File: src/rtl/data_memory_bridge_pkg.sv
// rtl/data_memory_bridge_pkg.sv - shared state encodings and constants for the data-memory bridge
package data_memory_bridge_pkg;

  typedef enum logic [1:0] {
    BRIDGE_IDLE = 2'd0,
    BRIDGE_BUSY = 2'd1,
    BRIDGE_DONE = 2'd2
  } bridge_state_t;

  localparam logic READ_ENABLE   = 1'b1;
  localparam logic READ_DISABLE  = 1'b0;
  localparam logic WRITE_ENABLE  = 1'b1;
  localparam logic WRITE_DISABLE = 1'b0;

  localparam logic [3:0] SELECT_ALL = 4'b1111;

  // Bus addresses are word granular; the low two byte-offset bits are dropped.
  function automatic logic [31:0] word_align(input logic [31:0] byte_address);
    return byte_address & ~32'd3;
  endfunction

endpackage

File: src/rtl/data_memory_bridge_if.sv
// rtl/data_memory_bridge_if.sv - req/ready data-memory bus between the bridge (master) and memory (slave)
interface data_memory_bridge_if;

  logic        bus_request;
  logic        bus_write;
  logic [31:0] bus_address;
  logic [3:0]  bus_select;
  logic [31:0] bus_write_data;
  logic        bus_ready;
  logic [31:0] bus_read_data;
  logic        bus_error;

  modport master (
    output bus_request,
    output bus_write,
    output bus_address,
    output bus_select,
    output bus_write_data,
    output bus_error,
    input  bus_ready,
    input  bus_read_data
  );

  modport slave (
    input  bus_request,
    input  bus_write,
    input  bus_address,
    input  bus_select,
    input  bus_write_data,
    input  bus_error,
    output bus_ready,
    output bus_read_data
  );

endinterface

File: src/rtl/data_memory_bridge_bus_timeout_counter.sv
// rtl/data_memory_bridge_bus_timeout_counter.sv - counts bus wait cycles and flags when the limit is reached
module bus_timeout_counter (
  input  logic        clock,
  input  logic        reset,
  input  logic        enable,
  input  logic        clear,
  input  logic [15:0] limit,
  output logic        expired
);

  logic [15:0] count;

  always_ff @(posedge clock or negedge reset) begin
    if (!reset) begin
      count <= 16'd0;
    end else if (clear) begin
      count <= 16'd0;
    end else if (enable) begin
      count <= count + 16'd1;
    end
  end

  // Counts the current waiting cycle too, so a limit of N aborts in the Nth wait cycle.
  assign expired = enable && (({1'b0, count} + 17'd1) == {1'b0, limit});

endmodule

File: src/rtl/data_memory_bridge.sv
// rtl/data_memory_bridge.sv - stalls the access stage around a req/ready data-memory transaction
// Optional bus wait abort is compiled in with DATA_BUS_TIMEOUT_EN.
module data_memory_bridge
  import data_memory_bridge_pkg::*;
#(
  parameter int TIMEOUT_CYCLES = 255
) (
  input  logic                        clock,
  input  logic                        reset,
  input  logic                        memory_read_enable,
  input  logic [31:0]                 memory_read_address,
  output logic [31:0]                 memory_read_data,
  input  logic                        memory_write_enable,
  input  logic [31:0]                 memory_write_address,
  input  logic [3:0]                  memory_write_select,
  input  logic [31:0]                 memory_write_data,
  output logic                        stall_request,
  data_memory_bridge_if.master        bus
);

  if (TIMEOUT_CYCLES < 1 || TIMEOUT_CYCLES > 65535) begin : g_bad_timeout
    $error("TIMEOUT_CYCLES out of range 1..65535");
  end

  bridge_state_t state;
  logic          bus_request_q;
  logic          bus_write_q;
  logic [31:0]   bus_address_q;
  logic [3:0]    bus_select_q;
  logic [31:0]   bus_write_data_q;
  logic [31:0]   read_word;
  logic          access_request;
  logic          timeout_expired;

  assign access_request = (memory_read_enable == READ_ENABLE) ||
                          (memory_write_enable == WRITE_ENABLE);

`ifdef DATA_BUS_TIMEOUT_EN
  logic bus_error_q;
  logic wait_cycle;
  logic busy_entry;

  assign wait_cycle = (state == BRIDGE_BUSY) && !bus.bus_ready;
  assign busy_entry = (state == BRIDGE_IDLE) && access_request;

  bus_timeout_counter u_timeout (
    .clock   (clock),
    .reset   (reset),
    .enable  (wait_cycle),
    .clear   (busy_entry),
    .limit   (16'(TIMEOUT_CYCLES)),
    .expired (timeout_expired)
  );

  assign bus.bus_error = bus_error_q;
`else
  assign timeout_expired = 1'b0;
  assign bus.bus_error   = 1'b0;
`endif

  always_ff @(posedge clock or negedge reset) begin
    if (!reset) begin
      state            <= BRIDGE_IDLE;
      bus_request_q    <= 1'b0;
      bus_write_q      <= 1'b0;
      bus_address_q    <= 32'd0;
      bus_select_q     <= 4'd0;
      bus_write_data_q <= 32'd0;
      read_word        <= 32'd0;
`ifdef DATA_BUS_TIMEOUT_EN
      bus_error_q      <= 1'b0;
`endif
    end else begin
`ifdef DATA_BUS_TIMEOUT_EN
      bus_error_q <= 1'b0;
`endif
      case (state)
        BRIDGE_IDLE: begin
          // Write wins when both enables are raised together.
          if (memory_write_enable == WRITE_ENABLE) begin
            bus_write_q      <= 1'b1;
            bus_address_q    <= word_align(memory_write_address);
            bus_select_q     <= memory_write_select;
            bus_write_data_q <= memory_write_data;
            bus_request_q    <= 1'b1;
            state            <= BRIDGE_BUSY;
          end else if (memory_read_enable == READ_ENABLE) begin
            bus_write_q      <= 1'b0;
            bus_address_q    <= word_align(memory_read_address);
            bus_select_q     <= SELECT_ALL;
            bus_write_data_q <= 32'd0;
            bus_request_q    <= 1'b1;
            state            <= BRIDGE_BUSY;
          end
        end
        BRIDGE_BUSY: begin
          if (bus.bus_ready) begin
            read_word     <= bus_write_q ? 32'd0 : bus.bus_read_data;
            bus_request_q <= 1'b0;
            state         <= BRIDGE_DONE;
          end else if (timeout_expired) begin
            read_word     <= 32'hFFFF_FFFF;
            bus_request_q <= 1'b0;
`ifdef DATA_BUS_TIMEOUT_EN
            bus_error_q   <= 1'b1;
`endif
            state         <= BRIDGE_DONE;
          end
        end
        BRIDGE_DONE: begin
          // The stage still holds the completed request here; it must not start a new access.
          state <= BRIDGE_IDLE;
        end
        default: begin
          state         <= BRIDGE_IDLE;
          bus_request_q <= 1'b0;
        end
      endcase
    end
  end

  always_comb begin
    stall_request    = 1'b0;
    memory_read_data = 32'd0;
    case (state)
      BRIDGE_IDLE: stall_request    = access_request;
      BRIDGE_BUSY: stall_request    = 1'b1;
      BRIDGE_DONE: memory_read_data = read_word;
      default:     stall_request    = 1'b0;
    endcase
  end

  assign bus.bus_request    = bus_request_q;
  assign bus.bus_write      = bus_write_q;
  assign bus.bus_address    = bus_address_q;
  assign bus.bus_select     = bus_select_q;
  assign bus.bus_write_data = bus_write_data_q;

endmodule

File: src/flat_wrapper.sv
// flat-port wrapper written by rule: the top's interface ports become plain ports
module data_memory_bridge_flat import data_memory_bridge_pkg::*;
#(
  parameter int TIMEOUT_CYCLES = 255
)
  (clock, reset, memory_read_enable, memory_read_address, memory_read_data, memory_write_enable, memory_write_address, memory_write_select, memory_write_data, stall_request, bus_bus_request, bus_bus_write, bus_bus_address, bus_bus_select, bus_bus_write_data, bus_bus_error, bus_bus_ready, bus_bus_read_data);
  data_memory_bridge_if bus_i ();
  input  logic clock;
  input  logic reset;
  input  logic memory_read_enable;
  input  logic [31:0] memory_read_address;
  output logic [31:0] memory_read_data;
  input  logic memory_write_enable;
  input  logic [31:0] memory_write_address;
  input  logic [3:0] memory_write_select;
  input  logic [31:0] memory_write_data;
  output logic stall_request;
  output wire logic [$bits(bus_i.bus_request)-1:0] bus_bus_request;
  output wire logic [$bits(bus_i.bus_write)-1:0] bus_bus_write;
  output wire logic [$bits(bus_i.bus_address)-1:0] bus_bus_address;
  output wire logic [$bits(bus_i.bus_select)-1:0] bus_bus_select;
  output wire logic [$bits(bus_i.bus_write_data)-1:0] bus_bus_write_data;
  output wire logic [$bits(bus_i.bus_error)-1:0] bus_bus_error;
  input wire logic [$bits(bus_i.bus_ready)-1:0] bus_bus_ready;
  input wire logic [$bits(bus_i.bus_read_data)-1:0] bus_bus_read_data;
  assign bus_bus_request = bus_i.bus_request;
  assign bus_bus_write = bus_i.bus_write;
  assign bus_bus_address = bus_i.bus_address;
  assign bus_bus_select = bus_i.bus_select;
  assign bus_bus_write_data = bus_i.bus_write_data;
  assign bus_bus_error = bus_i.bus_error;
  assign bus_i.bus_ready = bus_bus_ready;
  assign bus_i.bus_read_data = bus_bus_read_data;
  data_memory_bridge #(.TIMEOUT_CYCLES(TIMEOUT_CYCLES)) u_core (.clock(clock), .reset(reset), .memory_read_enable(memory_read_enable), .memory_read_address(memory_read_address), .memory_read_data(memory_read_data), .memory_write_enable(memory_write_enable), .memory_write_address(memory_write_address), .memory_write_select(memory_write_select), .memory_write_data(memory_write_data), .stall_request(stall_request), .bus(bus_i));
endmodule
File: config.mk
export PLATFORM = sky130hd
export DESIGN_NAME = data_memory_bridge_flat
export DESIGN_NICKNAME = d
export VERILOG_FILES = /design/src/rtl/data_memory_bridge_pkg.sv /design/src/rtl/data_memory_bridge_if.sv /design/src/rtl/data_memory_bridge_bus_timeout_counter.sv /design/src/rtl/data_memory_bridge.sv /design/src/flat_wrapper.sv
export SDC_FILE = /design/constraint.sdc
export NUM_CORES = 1
export LEC_CHECK = 0
export ABC_AREA = 1
export CAP_MARGIN = 0
export CELL_PAD_IN_SITES_DETAIL_PLACEMENT = 0
export CELL_PAD_IN_SITES_GLOBAL_PLACEMENT = 1
export CORE_ASPECT_RATIO = 1.4
export CORE_UTILIZATION = 28
export CTS_BUF_LIST = sky130_fd_sc_hd__clkbuf_8 sky130_fd_sc_hd__clkbuf_16
export CTS_CLUSTER_DIAMETER = 120
export DETAILED_ROUTE_END_ITERATION = 10
export PLACE_DENSITY = 0.84
export SETUP_SLACK_MARGIN = 0.05
export SLEW_MARGIN = 20
export SYNTH_ARGS = -nofsm -noshare
export SYNTH_HDL_FRONTEND = slang
export SYNTH_SLANG_ARGS = --single-unit
File: constraint.sdc
create_clock -name clock -period 1.1 [get_ports clock]
set_input_delay 0.11 -clock clock [delete_from_list [all_inputs] [get_ports clock]]
set_output_delay 0.11 -clock clock [all_outputs]
set_load 0.01 [all_outputs]
==> results of run 1 <==
sequential cells by signal, summed over array words and instances (netlist names):
register / count
u_core.state: 2
u_core.read_word: 32
u_core.bus.bus_select: 4
u_core.bus.bus_write: 1
u_core.bus.bus_write_data: 32
u_core.bus.bus_request: 1
u_core.bus.bus_address: 30
power by group through the flow:
stage / clock [mW] / combinational [mW] / sequential (mW)
finish: 3.26 / 9.08 / 6.28
CTS: 3.35 / 8.72 / 6.28
detailed placement: 0 / 8.62 / 6.34
global placement: 0 / 8.57 / 6.30
floorplan: 0 / 3.57 / 6.86
global route: 3.49 / 10.0 / 6.52
kinds of logic after synthesis:
kind of cell,synth area share
AND/OR/NAND/NOR,0.376
AO/OA/AOI/OAI,0.00205
other,0.000767
buffers and inverters,0.0993
flip-flops,0.522
synthesized netlist by cell type, drive strengths merged:
master / number / share of area
nand2: 361 / 0.28
dfrtp: 102 / 0.52
inv: 70 / 0.054
nor2: 69 / 0.058
buf: 34 / 0.042
nand3: 33 / 0.035
clkbuf: 5 / 0.0038
or2: 4 / 0.0051
a21oi: 1 / 0.0010
conb: 1 / 0.00077
o21ai: 1 / 0.0010
worst register-to-register path, delay by kind of cell (launching register included):
kind                   cells  cell delay (ns)
DFF                        1             0.39
and+or+nand+nor            4             0.32
buffers and inverters      3             0.59
final cells by class:
type,count,area (um^2),share of cell area
sequential,102,2550,0.321
timing repair buffer,278,2550,0.320
multi-input combinational,473,2000,0.251
tap,232,290,0.0364
inverter,70,270,0.0339
clock buffer,9,225,0.0283
clock inverter,7,72.6,0.00911
worst max-delay path by stage:
stage	startpoint	to	slack, ns	cells past startpoint
6_report	u_core.state[0]$_DFFE_PN0P_	memory_read_data[3]	-0.41	6
5_1_grt	u_core.state[0]$_DFFE_PN0P_	memory_read_data[20]	-0.47	6
4_1_cts	u_core.state[0]$_DFFE_PN0P_	memory_read_data[3]	-0.43	6
3_5_place_dp	memory_read_enable	stall_request	-0.42	6
3_3_place_gp	memory_read_enable	stall_request	-0.44	6
2_1_floorplan	u_core.bus.bus_write$_DFFE_PN0P_	u_core.read_word[0]$_DFFE_PN0P_	0.02	5
routing by layer:
| layer | part of all wire | vias up | global-route usage |
|---|---|---|---|
| met1 | 0.42 | 2225 | 0.215 |
| met3 | 0.053 | 15 | 0.0388 |
| met4 | 0.014 | 0 | 0.0551 |
| met5 | 0 | - | 0 |
| met2 | 0.52 | 166 | 0.325 |
| li1 | - | 2488 | - |
metrics by stage:
step           std cells  utilization  setup TNS, ns
6_report            1171        0.472         -32.19
5_1_grt             1171        0.472         -42.25
4_1_cts             1166        0.461         -34.19
3_5_place_dp        1135        0.449         -39.98
3_3_place_gp        1135        0.449         -39.15
2_1_floorplan        683            -              0
what timing repair did:
| item | in CTS | in global routing |
|---|---|---|
| setup buffers | 7 | 2 |
| cloned | 7 | 3 |
| resized for setup | 438 | 24 |
| hold buffers | 1 | 0 |
| pin swaps | 3 | 3 |
| hold endpoints to repair | 102 | 0 |
| endpoints found under the setup margin | 203 | 135 |
==> metrics.txt, run 1 <==
outcome finished, violations left; failing checks negative setup slack; flop-to-flop setup slack -0.30 ns; clock period minus worst slack 1.51 ns; Ant. Diodes 0; clock buffer count from CTS 9; Routed Antenna Nets 0; Die Span X between 100 and 150 um; WL/cell 14.1 um; CP cell instances inv_2, nand2_4, buf_12, buf_4, nor2_4, buf_6; GR Util All Layers 0.181; fin crit share 1.37; fill count around 1700; Switching Fraction 0.394; critical path's slowest cell dfrtp_1; R2R Path Start u_core.state[0]$_DFFE_PN0P_; worst-path maximum fanout 8; Port Buffers 233; most common cell after layout, fill and taps aside nand2_1; Area after DPL 7590 um^2; combinational share of power 0.488; CP Buf/Inv Count 4; core region area around 17000 um^2; vias in the first global route 4780; vias per cell 4.18; yosys warns 0; DR DRC count 0; global-route wire length before repair 25100 um; reg2reg path depth 7; Die Ht 158 um; post-synth cell types 19; register area share after synthesis 0.522; clock buffer depth 2; CTS Sinks 102; post-route cell area 7960 um^2; P_int 11.3 mW; GP Congestion 0.731; Hold Slack 0.158 ns; gr ovfl total 0; unrepaired setup endpoints after global routing yes; Design Power 18.6 mW; Detailed Routing Iterations Pass 1 4; FF-to-FF End u_core.bus.bus_write_data[16]$_DFFE_PN0P_; cells after synthesis roughly 680; I/O pin total 241; H-tree depth 3; WS Path Type register to primary output; DP Worst Slack -0.421 ns; Root Buffer Master clkbuf_16; row cnt 56; worst setup margin -0.408 ns; Pwr Density 2340 nW/um^2; final setup fails 135; Hold Fails Final Rpt 0; vias 4894; Nets 1071; most frequent cells in the layout nand2_1 (357), clkdlybuf4s50_1 (130), dfrtp_1 (102); Slew Viols, Final 0; net switching power 7.34 mW; starting density of the core 0.290; register clock-pin slew on the reported worst setup and hold paths approximately 0.070 ns; Hold WC Path Type primary input to async pin; Top delay family on crit path buffers and inverters; Slowest Stage Delay on Critical Path 0.39 ns; Detail Placement HPWL 10400 um; Clock power frac 0.175; CP Data Required Time approximately 0.99 ns; Avg Inst Size Synth 7.18 um^2; layout cells sized above 1 0.213; max-cap violations 0; Post-Route WL roughly 16000 um; clock tree from TritonCTS built; DIE AREA 18000 um^2; CP startpoint kind register; Sequential Power Share 0.337; initial antenna violation count 0; static leakage about 4.4 nW; clk_lat worst skew 0.34 ns; #FFs+latches synth 102; Layout area overhead 62.9%; mapped cell area approximately 5000 um^2; Data arrival, critical path 1.40 ns; critical path capture point type primary output; Setup Skew 0.00847 ns; fmax 663 MHz; Worst VDD drop 828 uV; First DRT Iteration DRCs about 170; largest net degree at the start of global routing 37
Note: power is estimated with default switching activity, not from simulation.
==> run 2: changes to the inputs <==
--- a/config.mk
+++ b/config.mk
@@ -5,16 +5,16 @@
 export SDC_FILE = /design/constraint.sdc
 export NUM_CORES = 1
 export LEC_CHECK = 0
-export ABC_AREA = 1
 export CAP_MARGIN = 0
 export CELL_PAD_IN_SITES_DETAIL_PLACEMENT = 0
 export CELL_PAD_IN_SITES_GLOBAL_PLACEMENT = 1
 export CORE_ASPECT_RATIO = 1.4
-export CORE_UTILIZATION = 28
+export CORE_UTILIZATION = 30
 export CTS_BUF_LIST = sky130_fd_sc_hd__clkbuf_8 sky130_fd_sc_hd__clkbuf_16
 export CTS_CLUSTER_DIAMETER = 120
 export DETAILED_ROUTE_END_ITERATION = 10
-export PLACE_DENSITY = 0.84
+export PLACE_DENSITY = 0.83
+export RECOVER_POWER = 50
 export SETUP_SLACK_MARGIN = 0.05
 export SLEW_MARGIN = 20
 export SYNTH_ARGS = -nofsm -noshare
==> metrics.txt, run 2 <==
GR Util All Layers 0.211; Root Buffer Master clkbuf_16; clk_lat worst skew about 0.34 ns; mux contribution to synthesized area 0.166; number of enable flip-flop cells after synthesis 0; largest net degree at the start of global routing 46; clock buffer count from CTS 9; Hold Slack 0.254 ns; max-cap violations 0; main combinational cell family by area after synthesis multiplexers; Port Buffers 233; vias 4039; CP Data Required Time between 0.9 and 1 ns; Layout area overhead 83.8%; Hold WC Path Type primary input to async pin; count leader, synth dfrtp_1; top cell type by total area after synthesis dfrtp_1; Area after DPL between 7000 and 8000 um^2; Ant. Diodes 0; H-tree depth 3; WL/cell 19.2 um; R2R Path Start u_core.state[1]$_DFFE_PN0P_; critical path capture point type primary output; Routed Antenna Nets 0; Worst VDD drop about 1200 uV; post-synth cell types 26; static leakage 3.95 nW; Setup Skew 0.0109 ns; Die Ht 149 um; Avg Inst Size Synth 12.4 um^2; CP startpoint kind register; register clock-pin slew on the reported worst setup and hold paths about 0.070 ns; vias per cell roughly 4.7; global-route wire length before repair ~25000 um; Setup crit end memory_read_data[2]; Detailed Routing Iterations Pass 1 4; worst setup margin -0.502 ns; ys flop type dfrtp_1; vias in the first global route 4498; Yosys top cell area share 0.552; WS Path Type register to primary output; Post-Route WL roughly 16000 um; Synth Area in Simple Gates 0.123; CTS Sinks 102; row cnt between 50 and 60; clock tree from TritonCTS built; asr flop ratio synth 1.00; Pwr Density approximately 2500 nW/um^2; Die Span X 107 um; fmax 624 MHz; register area share after synthesis 0.552; I/O pin total 241; failing checks negative setup slack; Synth Area in Compound Gates 0.112; Detail Placement HPWL 9590 um; initial antenna violation count 0; Slew Viols, Final 0; worst-path maximum fanout 8; DP Worst Slack -0.599 ns; core region area 15100 um^2; starting density of the core 0.307; #FFs+latches synth 102; most frequent cells in the layout clkdlybuf4s50_1 (131), dfrtp_1 (102), buf_2 (69); synth top area cells dfrtp_1 (55%), mux2_2 (8.5%), mux2_4 (8.1%); flop-to-flop setup slack -0.50 ns; FF-to-FF End u_core.bus.bus_address[26]$_DFFE_PN0P_; final setup fails ~140; unrepaired setup endpoints after global routing yes; Hold Fails Final Rpt 0; cells after synthesis 373; GP Congestion slightly above 0.7; layout cells sized above 1 0.505; First DRT Iteration DRCs approximately 150; clock period minus worst slack 1.60 ns; mapped cell area 4630 um^2; Adder-Cell Fraction of Synth Area 0; Worst Setup SP u_core.state[0]$_DFFE_PN0P_; gr ovfl total 0; DR DRC count 0; clock buffer depth 2; Post-Synth XOR/XNOR Area 0; outcome finished, violations left; reg2reg path depth 7; Data arrival, critical path 1.49 ns; post-route cell area 8510 um^2; Nets 799; yosys warns 0; DIE AREA 15900 um^2; fin crit share 1.46; most common cell after layout, fill and taps aside clkdlybuf4s50_1; top post-synthesis cells by count dfrtp_1 (102), mux2_2 (35), o21ai_0 (34)
## run 2: metal layers
metal	GRT usage	wire length [um]
met2	0.395	9060
met4	0.0671	362
met5	0	0
met3	0.0433	826
met1	0.235	6210
## run 2: cell families (layout without fill, tap and decap cells)
logic type / after synthesis / count (layout)
other: 1 / 3
and+or+nand+nor: 104 / 104
muxes: 60 / 60
DFF: 102 / 102
AOI/OAI and AO/OA: 74 / 74
buffers and inverters: 32 / 324
## run 2: worst min path at each step
stage,end
6_report,u_core.read_word[29]$_DFFE_PN0P_
5_1_grt,u_core.read_word[28]$_DFFE_PN0P_
4_1_cts,u_core.read_word[28]$_DFFE_PN0P_
3_5_place_dp,u_core.read_word[28]$_DFFE_PN0P_
3_3_place_gp,u_core.read_word[29]$_DFFE_PN0P_
2_1_floorplan,u_core.bus.bus_address[10]$_DFFE_PN0P_
## run 2: stage by stage
step | util | std cells | power (mW) | TNS [ns]
2_1_floorplan | - | 375 | 11.1 | -11.08
3_3_place_gp | 0.486 | 789 | 15.1 | -52.10
3_5_place_dp | 0.486 | 789 | 15.3 | -55.69
5_1_grt | 0.565 | 859 | 22.6 | -69.51
6_report | 0.565 | 859 | 21.5 | -59.18
4_1_cts | 0.574 | 867 | 21.9 | -64.42
## run 2: timing repair
item	in CTS	in global routing
gates cloned	19	2
gates resized for setup	543	27
hold buffers	1	0
endpoints found under the hold margin	102	0
setup endpoints to repair	202	135
setup buffers	43	6
pin swaps	41	20
## run 2: area by class of cell
type	instances	area (um^2)
Fill cell	1240	6550
Tap cell	192	240
Timing Repair Buffer	307	3120
Sequential cell	102	2550
Inverter	1	3.75
Clock inverter	7	128
Clock buffer	9	225
Multi-Input combinational cell	241	2230
## run 2: critical path, cell delays in order (launching register included)
cell,delay [ns]
dfrtp_1,0.37
and2b_4,0.29
buf_6,0.13
buf_12,0.12
and2_4,0.14
buf_6,0.09
## run 2: where the power goes
part / leakage (nW) / switching (mW) / internal (mW)
sequential: 1.27 / 1.06 / 5.46
clock: 0.173 / 1.50 / 2.26
combinational: 2.51 / 4.69 / 6.51
==> run 3: changes to the inputs <==
--- a/config.mk
+++ b/config.mk
@@ -5,10 +5,12 @@
 export SDC_FILE = /design/constraint.sdc
 export NUM_CORES = 1
 export LEC_CHECK = 0
+export ABC_CLOCK_PERIOD_IN_PS = 1100
 export CAP_MARGIN = 0
 export CELL_PAD_IN_SITES_DETAIL_PLACEMENT = 0
 export CELL_PAD_IN_SITES_GLOBAL_PLACEMENT = 1
 export CORE_ASPECT_RATIO = 1.4
+export CORE_MARGIN = 2
 export CORE_UTILIZATION = 30
 export CTS_BUF_LIST = sky130_fd_sc_hd__clkbuf_8 sky130_fd_sc_hd__clkbuf_16
 export CTS_CLUSTER_DIAMETER = 120
==> metrics.txt, run 3 (synthesis results as in run 2) <==
final setup fails about 140; GR Util All Layers 0.199; Worst VDD drop 1050 uV; unrepaired setup endpoints after global routing yes; utilization after layout 0.563; static leakage 3.92 nW; clock buffer depth 2; layout cells sized above 1 0.520; register clock-pin slew on the reported worst setup and hold paths ~0.070 ns; Post-Route WL 16000 um; H-tree depth 3; vias in the first global route approximately 4500; clk_lat worst skew 0.34 ns; GP Congestion between 0.7 and 0.8; largest net degree at the start of global routing 53; I/O pin total approximately 240; Detail Placement HPWL approximately 10000 um; Die Ht ~150 um; Slew Limit Headroom 0.537; Top Metal Used met4; most common cell after layout, fill and taps aside clkdlybuf4s50_1; fmax around 600 MHz; clock period minus worst slack about 1.7 ns; met3 WL 994 um; CP startpoint kind register; net switching power 7.16 mW; flop-to-flop setup slack -0.53 ns; vias 3995; critical path capture point type primary output; most frequent cells in the layout clkdlybuf4s50_1 (131), dfrtp_1 (102), buf_2 (69); Setup Skew 0.00685 ns; Ant. Diodes 0; P_int roughly 14 mW; row cnt 53; global-route wire length before repair between 20000 and 25000 um; Layout area overhead 83.0%; worst setup margin -0.568 ns; WS Path Type register to primary output; First DRT Iteration DRCs 160; Die Span X 109 um; gr ovfl total 0; DRT met1 WL 5850 um; core region area 15100 um^2; Hold WC Path Type primary input to register; setup tns final -60.36 ns; worst-path maximum fanout 8; fill count ~1300; Data arrival, critical path 1.56 ns; Slew Viols, Final 0; clock tree from TritonCTS built; max-cap violations 0; CP Data Required Time 0.99 ns; Routed Antenna Nets 0; placed insts 790; initial antenna violation count 0; Hold Slack between 0.3 and 0.4 ns; outcome finished, violations left; WL/cell approximately 19 um; clock buffer count from CTS 9; vias per cell between 4 and 5; CTS Sinks 102; Tightest Pin Transition 0.694 ns; Hold Fails Final Rpt 0; Root Buffer Master clkbuf_16; DIE AREA 16500 um^2; Switching Fraction 0.345; Clock power frac 0.143; Sequential Power Share 0.319; WL met2 8840 um; Nets between 700 and 800; combinational share of power 0.538; Pwr Density about 2500 nW/um^2; fin crit share 1.52; failing checks negative setup slack; Detailed Routing Iterations Pass 1 4; Post-Layout Cell Count 856; Port Buffers 233; DR DRC count 0; starting density of the core 0.307
## run 3: final timing paths
| path | from | to | cells after the start |
|---|---|---|---|
| max in group asynchronous | reset | u_core.bus.bus_write_data[16]$_DFFE_PN0P_ | 3 |
| min in group asynchronous | reset | u_core.read_word[23]$_DFFE_PN0P_ | 3 |
| worst min register to register | u_core.read_word[21]$_DFFE_PN0P_ | u_core.read_word[21]$_DFFE_PN0P_ | 2 |
| worst max register to register | u_core.state[0]$_DFFE_PN0P_ | u_core.bus.bus_write_data[14]$_DFFE_PN0P_ | 8 |
| worst max-delay path | u_core.state[0]$_DFFE_PN0P_ | memory_read_data[0] | 6 |
| worst min-delay path | bus_bus_read_data[23] | u_core.read_word[23]$_DFFE_PN0P_ | 3 |
## run 3: through the flow
step	power, mW	setup slack (ns)	cell area (um^2)
after global placement	15.1	-0.545	7340
final	20.8	-0.568	8470
after detailed placement	15.3	-0.572	7340
after floorplan	11.1	-0.309	4830
after global routing	22.0	-0.633	8470
after CTS	21.2	-0.575	8580
## run 3: layer usage
layer,up-vias,track usage
met5,-,0
met4,0,0.0731
met3,19,0.0443
met2,159,0.366
met1,1968,0.221
li1,1849,-
## run 3: final cells by class
class | count | area, um^2 | area share
Clock buffer | 10 | 239 | 0.0282
Clock inverter | 6 | 38.8 | 0.00458
Inverter | 1 | 3.75 | 0.000443
Multi-Input combinational cell | 241 | 2300 | 0.271
Sequential cell | 102 | 2550 | 0.301
Tap cell | 192 | 240 | 0.0284
Timing Repair Buffer | 304 | 3100 | 0.366
## run 3: worst max-delay path, stage by stage, from the launching register on
cell and delay [ns]:
dfrtp_1 0.38, and2b_4 0.27, buf_12 0.11, buf_12 0.11, buf_16 0.12, and2_4 0.14, buf_6 0.09
## run 3: power by group through the flow
| stage | clock network (mW) | registers (mW) | logic [mW] |
|---|---|---|---|
| 3_5_place_dp | 0 | 6.48 | 8.85 |
| 4_1_cts | 3.06 | 6.55 | 11.6 |
| 3_3_place_gp | 0 | 6.47 | 8.67 |
| 2_1_floorplan | 0 | 6.95 | 4.18 |
| 6_report | 2.97 | 6.63 | 11.2 |
| 5_1_grt | 3.21 | 6.84 | 11.9 |
## run 3: repair_timing
action                                  4_1_cts  5_1_grt
gates cloned                                 18        0
endpoints found under the setup margin      202      135
hold endpoints to repair                    102        0
resized for setup                           560       28
buffers inserted                             37        8
hold buffers                                  1        0
pin swaps                                    29        5
